===== src/rtl/abr_masked_mux_ctrl.sv =====
// Issue sequencer for the fixed-latency masked MUX datapath: joins the coefficient and
// randomness streams, gates issue on downstream credits and tracks in-flight shares.
module abr_masked_mux_ctrl #(
  parameter int WIDTH     = 23,
  parameter int LAT       = 2,
  parameter int NUM_COEFF = 256,
  parameter int CREDITS   = 4
) (
  input  logic clk,
  input  logic rst_n,
  input  logic zeroize,
  input  logic start_i,
  input  logic sub_i,
  input  logic in_valid_i,
  output logic in_ready_o,
  input  logic rnd_valid_i,
  output logic rnd_ready_o,
  input  logic credit_ret_i,
  output logic issue_o,
  output logic mux_sub_o,
  output logic out_valid_o,
  output logic busy_o,
  output logic done_o,
  output logic err_o
);

  localparam int CNT_W = $clog2(NUM_COEFF + 1);
  localparam int CR_W  = $clog2(CREDITS + 1);

  localparam logic [1:0] ST_IDLE  = 2'd0;
  localparam logic [1:0] ST_RUN   = 2'd1;
  localparam logic [1:0] ST_DRAIN = 2'd2;
  localparam logic [1:0] ST_DONE  = 2'd3;

  logic [1:0]       state_q, state_d;
  logic [CNT_W-1:0] issue_cnt_q, issue_cnt_d;
  logic [LAT-1:0]   pipe_q, pipe_d;
  logic [CR_W-1:0]  credit_cnt_q, credit_cnt_d;
  logic             sub_q, sub_d;
  logic             err_q, err_d;
  logic             issue;

  // Both streams are consumed together so a coefficient never pairs with stale randomness.
  assign issue = (state_q == ST_RUN) && in_valid_i && rnd_valid_i && (credit_cnt_q != '0);

  always_comb begin
    state_d      = state_q;
    issue_cnt_d  = issue_cnt_q;
    credit_cnt_d = credit_cnt_q;
    sub_d        = sub_q;
    err_d        = err_q;
    pipe_d       = LAT'({pipe_q, issue});

    if (issue) begin
      issue_cnt_d = issue_cnt_q + CNT_W'(1);
    end

    if (issue && !credit_ret_i) begin
      credit_cnt_d = credit_cnt_q - CR_W'(1);
    end else if (credit_ret_i && !issue) begin
      if (credit_cnt_q == CR_W'(CREDITS)) begin
        err_d = 1'b1;
      end else begin
        credit_cnt_d = credit_cnt_q + CR_W'(1);
      end
    end

    case (state_q)
      ST_IDLE: begin
        if (start_i) begin
          state_d     = ST_RUN;
          sub_d       = sub_i;
          issue_cnt_d = '0;
        end
      end
      ST_RUN: begin
        if (issue && (issue_cnt_q == CNT_W'(NUM_COEFF - 1))) begin
          state_d = ST_DRAIN;
        end
      end
      // Leave DRAIN on the edge where the last in-flight share exits the pipe.
      ST_DRAIN: begin
        if (pipe_d == '0) begin
          state_d = ST_DONE;
        end
      end
      ST_DONE: state_d = ST_IDLE;
      default: state_d = ST_IDLE;
    endcase

    if (zeroize) begin
      state_d      = ST_IDLE;
      issue_cnt_d  = '0;
      pipe_d       = '0;
      credit_cnt_d = CR_W'(CREDITS);
      sub_d        = 1'b0;
      err_d        = 1'b0;
    end
  end

  always_ff @(posedge clk or negedge rst_n) begin
    if (!rst_n) begin
      state_q      <= ST_IDLE;
      issue_cnt_q  <= '0;
      pipe_q       <= '0;
      credit_cnt_q <= CR_W'(CREDITS);
      sub_q        <= 1'b0;
      err_q        <= 1'b0;
    end else begin
      state_q      <= state_d;
      issue_cnt_q  <= issue_cnt_d;
      pipe_q       <= pipe_d;
      credit_cnt_q <= credit_cnt_d;
      sub_q        <= sub_d;
      err_q        <= err_d;
    end
  end

  assign in_ready_o  = issue;
  assign rnd_ready_o = issue;
  assign issue_o     = issue;
  assign mux_sub_o   = sub_q;
  assign out_valid_o = pipe_q[LAT-1];
  assign busy_o      = (state_q != ST_IDLE);
  assign done_o      = (state_q == ST_DONE);
  assign err_o       = err_q;

endmodule


===== config.mk =====
export PLATFORM = sky130hd
export DESIGN_NAME = abr_masked_mux_ctrl
export DESIGN_NICKNAME = d
export VERILOG_FILES = /design/src/rtl/abr_masked_mux_ctrl.sv
export SDC_FILE = /design/constraint.sdc
export NUM_CORES = 1
export LEC_CHECK = 0
export ABC_AREA = 0
export CAP_MARGIN = 20
export CORE_UTILIZATION = 47
export CTS_CLUSTER_DIAMETER = 30
export CTS_CLUSTER_SIZE = 28
export DETAILED_ROUTE_END_ITERATION = 7
export PLACE_DENSITY = 0.74
export SKIP_LAST_GASP = 1
export SLEW_MARGIN = 20
export SYNTH_ARGS = -nofsm -noshare
export SYNTH_HDL_FRONTEND = slang
export SYNTH_SLANG_ARGS = --single-unit

===== constraint.sdc =====
create_clock -name clk -period 2.1 [get_ports clk]
set_input_delay 0.525 -clock clk [delete_from_list [all_inputs] [get_ports clk]]
set_output_delay 0.525 -clock clk [all_outputs]
set_load 0.01 [all_outputs]

After elaboration in Yosys (flattened, before gate mapping)
Index checks and enable logic that the tools add are counted.
- bits in registers: 18
- input bits: 8
- output and inout port bits: 8
- add/sub/neg operators: 3
- equality and inequality tests: 10
- muxes and demuxes: 21
- reductions and logical operators: 21
- operators with widths (operator ; number):
    2-to-1 mux 9 bit ; 4
    2-to-1 mux 3 bit ; 4
    2-to-1 mux 2 bit ; 5
    nonzero test 2 bit ; 5
    adder 9 x 1 -> 9 bit (second input constant) ; 1
    equality test 9 x 8 -> 1 bit (second input constant) ; 1
    != test 3 bit (second input constant) ; 3
    case mux 2 bit (4 select lines) ; 1
    2-to-1 mux 1 bit ; 7
    logical AND 1 bit ; 6
    AND reduction 3 bit ; 2
    nonzero test 3 bit ; 2
    equality test 2 bit (second input constant) ; 2
    logical NOT 2 bit ; 2
    AND reduction 2 bit ; 2
    adder 3 x 1 -> 3 bit (second input constant) ; 1
    equality test 3 bit (second input constant) ; 1
    != test 3 x 2 -> 1 bit (second input constant) ; 1
    subtractor 3 x 1 -> 3 bit (second input constant) ; 1
    equality test 2 x 1 -> 1 bit (second input constant) ; 1
    logical NOT 1 bit ; 2
    != test 2 bit (second input constant) ; 1

Logic depth before layout (Yosys ltp)
- depth after elaboration: 9
- depth in mapped cells: 10
- depth with buffers taken out: 10

Worst setup path before layout
OpenSTA, ideal clock, no wires.
- path type: reg2reg
- from: reg state_q[1]
- to: reg credit_cnt_q[2]
- data arrival time: 2136 ps
- required time: 2014 ps
- path slack: -122 ps
- cell stages (with the launch flop): 11
- clock period less this slack: 2222 ps
- cells stage by stage: dfrtp_1 > inv_1 > ha_1 > nand3_1 > nor3_1 > xor2_1 > ha_1 > or3_1 > nor3_1 > o21a_1 > o21ai_0
- cells in the longest elaborated chain, start to end: 8
- elaborated cells on any way between the ends: 12
- those cells by class: 2 x eq/ne; 2 x mux; 8 x reduce/logical
- RTL lines (item ; line ; text):
    start: declaration ; 35 ; logic [1:0] state_q, state_d;
    start signal: assignment ; 110 ; state_q <= state_d;
    equality test 2 x 1 -> 1 bit (*) ; 44 ; assign issue = (state_q == ST_RUN) && in_valid_i && rnd_valid_i && (credit_cnt_q != '0);
    logical AND 1 bit (*) (3 in series) ; 44 ;
    logical NOT 1 bit ; 60 ; end else if (credit_ret_i && !issue) begin
    logical AND 1 bit ; 60 ;
    nonzero test 3 bit (no source line) ; n/a ;
    AND reduction 2 bit (no source line) ; n/a ;
    end signal: assignment ; 106 ; credit_cnt_q <= CR_W'(CREDITS);
    end signal: assignment ; 113 ; credit_cnt_q <= credit_cnt_d;
    end: declaration ; 38 ; logic [CR_W-1:0] credit_cnt_q, credit_cnt_d;
Mark *: on every way between the ends. The rest lies on a longest branch, timed or not.
A chain may end at the register's enable or synchronous reset.

Worst setup path after layout
- from: reg state_q[0]
- to: out busy_o
- cells in the longest elaborated chain, start to end: 1
- RTL lines (item ; line ; text):
    nonzero test 2 bit ; 124 ; assign busy_o = (state_q != ST_IDLE);
    end: declaration ; 22 ; output logic busy_o,
No other way between the ends.

==> impl_metrics.yaml <==
place:
  post-place-ws_ns: -0.417
  hpwl_um: 1600
  placed_area_um2: 1320
  port-buffer-count: 15
  gp_congestion: 0.789
drt:
  drt_iter0_markers: 18
  drt-total-wl_um: 2180
  wl_per_cell_um: 13.2
  ant_nets: 0
  vias_per_cell: 5.45
  drc: 0
  num_vias: 900
  firstDrtPassIters: 4
power:
  p_int_mw: 0.714
  switching_share_pct: 34.9
  power.switching_mw: 0.382
  clock_power_share_pct: 20.6
  ir_drop_mv: 0.839
  power_frac_comb_pct: 41.3
  p_leak_nw: 0.634
  p_per_area_nw_per_um2: 794
  p_seq_share_pct: 38.1
final_layout:
  diodes: 0
  layout-drive-gt1-share_pct: 27.5
  final_area_um2: 1380
  layout.nets: 154
  area_growth_pct: 35.7
yosys:
  synth-async-reset-ratio_pct: 100
  synth_area_um2: 1020
  synth_nets: 121
  yosysMostFrequentCell: "dfrtp_1"
  yosys.area.top_type: "dfrtp_1"
  ys_seq_elements: 18
  synth.avg_cell_area_um2: 9.60
  ys_types: 33
  ys_seq_area_share_pct: 44.4
  yosysTopAreaCellShare_pct: 41.8
  synthTopCellsByArea: "dfrtp_1 (42%), ha_1 (8.6%), xnor2_1 (5.2%), nor2_1 (4.8%), nand2_1 (4.1%)"
  yosysWarnings: 0
  synth-edff-count: 0
  synth-main-ff-cell: "dfrtp_1"
  synthCells: 106
  synth_common_cells: "dfrtp_1 (17), nor2_1 (13), nand2_1 (11)"
global_route:
  track_usage_pct: 21.4
  grt_pass1_vias: 863
  grt_pass1_wl_um: 3810
  gr-total-overflow: 0
  grt_start_max_net_pins: 19
  antenna_found_initial: 0
clocking:
  insertion_delay_ns: 0.31
  cts_buffer_depth: 2
  cts_tree: "yes"
  cts_sinks: 18
  htreeDepth: 1
  path_clk_slew_ns: 0.11
  postCtsHoldBufs: 0
  root_buffer: "clkbuf_4"
  cts_buffers: 3
worst_hold_path:
  hold_class: "reg -> reg"
sta:
  rsz0062_at_grt: "yes"
  hold_viol: 0
  slew_viol_final: 0
  fin_skew_ns: 0.00420
  period_share_pct: 96.9
  fin_setup_tns_ns: 0
  clock.fmax_mhz: 491
  fin_ws_ns: 0.0646
  period_needed_ns: 2.04
  slew_headroom_pct: 75.2
  setup_violations: 0
  worst-slew-pin-transition_ns: 0.367
setup_path:
  arrival_ns: 1.51
  cp_num_cells: 5
  crit_start: "state_q[0]$_DFFE_PN0P_"
  critPathRequiredTime_ns: 1.57
  r2r_slack_ns: 0.10
  cp-endpoint: "busy_o"
  worstSetupPathType: "reg -> out"
  reg2reg_from: "state_q[1]$_DFFE_PN0P_"
  rr_endpoint: "credit_cnt_q[2]$_DFFE_PN1P_"
  timing.critical_path.from_type: "flip-flop"
  ff2ff_path_depth: 10
  critPathSlowestCell: "dfrtp_1"
  crit_fanout: 4
  critical_path.cell_chain: "buf_4 > inv_1 > ha_2 > inv_1 > dlygate4sd2_1"
  cpLargestDelayFamily: "buffers and inverters"
  crit_path_max_incr_delay_ns: 0.43
  end_kind: "primary output"
  path_buf_inv: 4
  cp_common_cell: "inv_1"
job:
  cap_violations: 0
floorplan:
  ioPinCount: 16
  die_height_um: 48.5
  core_area_um2: 2000
  start_util_pct: 50.8
  rows: 16
  die_area_um2: 2350
  die_width_um: 48.5
outcome:
  status: "finished, final reports clean"
## kinds of logic (layout without fill, tap and decap cells)
kind of cell,Yosys count,after routing,synth area share [%]
AO/OA/AOI/OAI,15,15,11.3
XOR/XNOR,8,8,6.89
adder cells (fa/ha/maj),7,7,8.61
buffers and inverters,10,42,4.43
flip-flops,18,18,44.4
multiplexers,2,2,2.09
AND/OR/NAND/NOR,46,46,22.3
## power groups by stage
stage	registers [mW]	logic (mW)	clock network, mW
floorplan	0.422	0.236	0
global placement	0.416	0.421	0
detailed placement	0.418	0.429	0
CTS	0.417	0.435	0.230
global route	0.424	0.503	0.238
finish	0.418	0.452	0.226
## cell type report
class / count / area (um^2)
clock buffer: 4 / 36.3
sequential: 18 / 453
tap: 27 / 33.8
timing repair buffer: 31 / 254
multi-input combinational: 78 / 577
fill: 158 / 622
inverter: 7 / 26.3
## stage by stage
stage               hold slack [ns]  util (%)  std cells  power (mW)
CTS                           0.517      68.4        164        1.08
finish                        0.513      68.9        165        1.10
global route                  0.551      68.9        165        1.16
global placement              0.489      65.9        160       0.837
floorplan                     0.229         -        106       0.658
detailed placement            0.491      65.9        160       0.848
## worst min-delay path, delay by kind of cell, from the launching register on
family	cells	cell delay, ns
DFF	1	0.36
and+or+nand+nor	1	0.07
AOI/OAI and AO/OA	1	0.05
## worst min path at each step
| stage | start | end | slack (ns) | cells after the start |
|---|---|---|---|---|
| 2_1_floorplan | rst_n | credit_cnt_q[0]$_DFFE_PN0P_ | 0.23 | 0 |
| 3_3_place_gp | pipe_q[0]$_DFF_PN0_ | pipe_q[1]$_DFF_PN0_ | 0.49 | 1 |
| 3_5_place_dp | pipe_q[0]$_DFF_PN0_ | pipe_q[1]$_DFF_PN0_ | 0.49 | 1 |
| 4_1_cts | pipe_q[0]$_DFF_PN0_ | pipe_q[1]$_DFF_PN0_ | 0.52 | 1 |
| 5_1_grt | rst_n | credit_cnt_q[1]$_DFFE_PN0P_ | 0.55 | 2 |
| 6_report | err_o$_DFFE_PN0P_ | err_o$_DFFE_PN0P_ | 0.51 | 2 |
## per-layer routing
metal / up-vias / part of all wire [%] / global-route usage [%]
met5: - / 0 / 0
met4: 0 / 2.0 / 10.8
met3: 5 / 4.3 / 2.83
met2: 30 / 48 / 36.4
met1: 434 / 45 / 26.7
li1: 431 / - / -
## placed cells by master, fill, tap and decap left out, drive strengths merged, types with 2 or more instances in the layout
| cell type | instances |
|---|---|
| a211oi | 2 |
| a21oi | 5 |
| a311oi | 2 |
| a41o | 2 |
| buf | 17 |
| clkbuf | 6 |
| clkdlybuf4s50 | 8 |
| dfrtp | 17 |
| dlygate4sd2 | 3 |
| ha | 7 |
| inv | 7 |
| nand2 | 11 |
| nand3 | 6 |
| nor2 | 13 |
| nor2b | 2 |
| nor3 | 5 |
| nor4 | 3 |
| or3 | 2 |
| xnor2 | 6 |
| xor2 | 2 |
## repair_timing
item / CTS / global route
resized for setup: 15 / 10
buffers inserted: 0 / 1
endpoints found under the setup margin: 5 / 6
pin swaps: 0 / 2
## state kept, by name, summed over array words and instances, names as in the netlist
register and flops:
credit_cnt_q 3, state_q 2, err_o 1, pipe_q 2
mux_sub_o 1, issue_cnt_q 9
(Power assumes the default switching activity.)
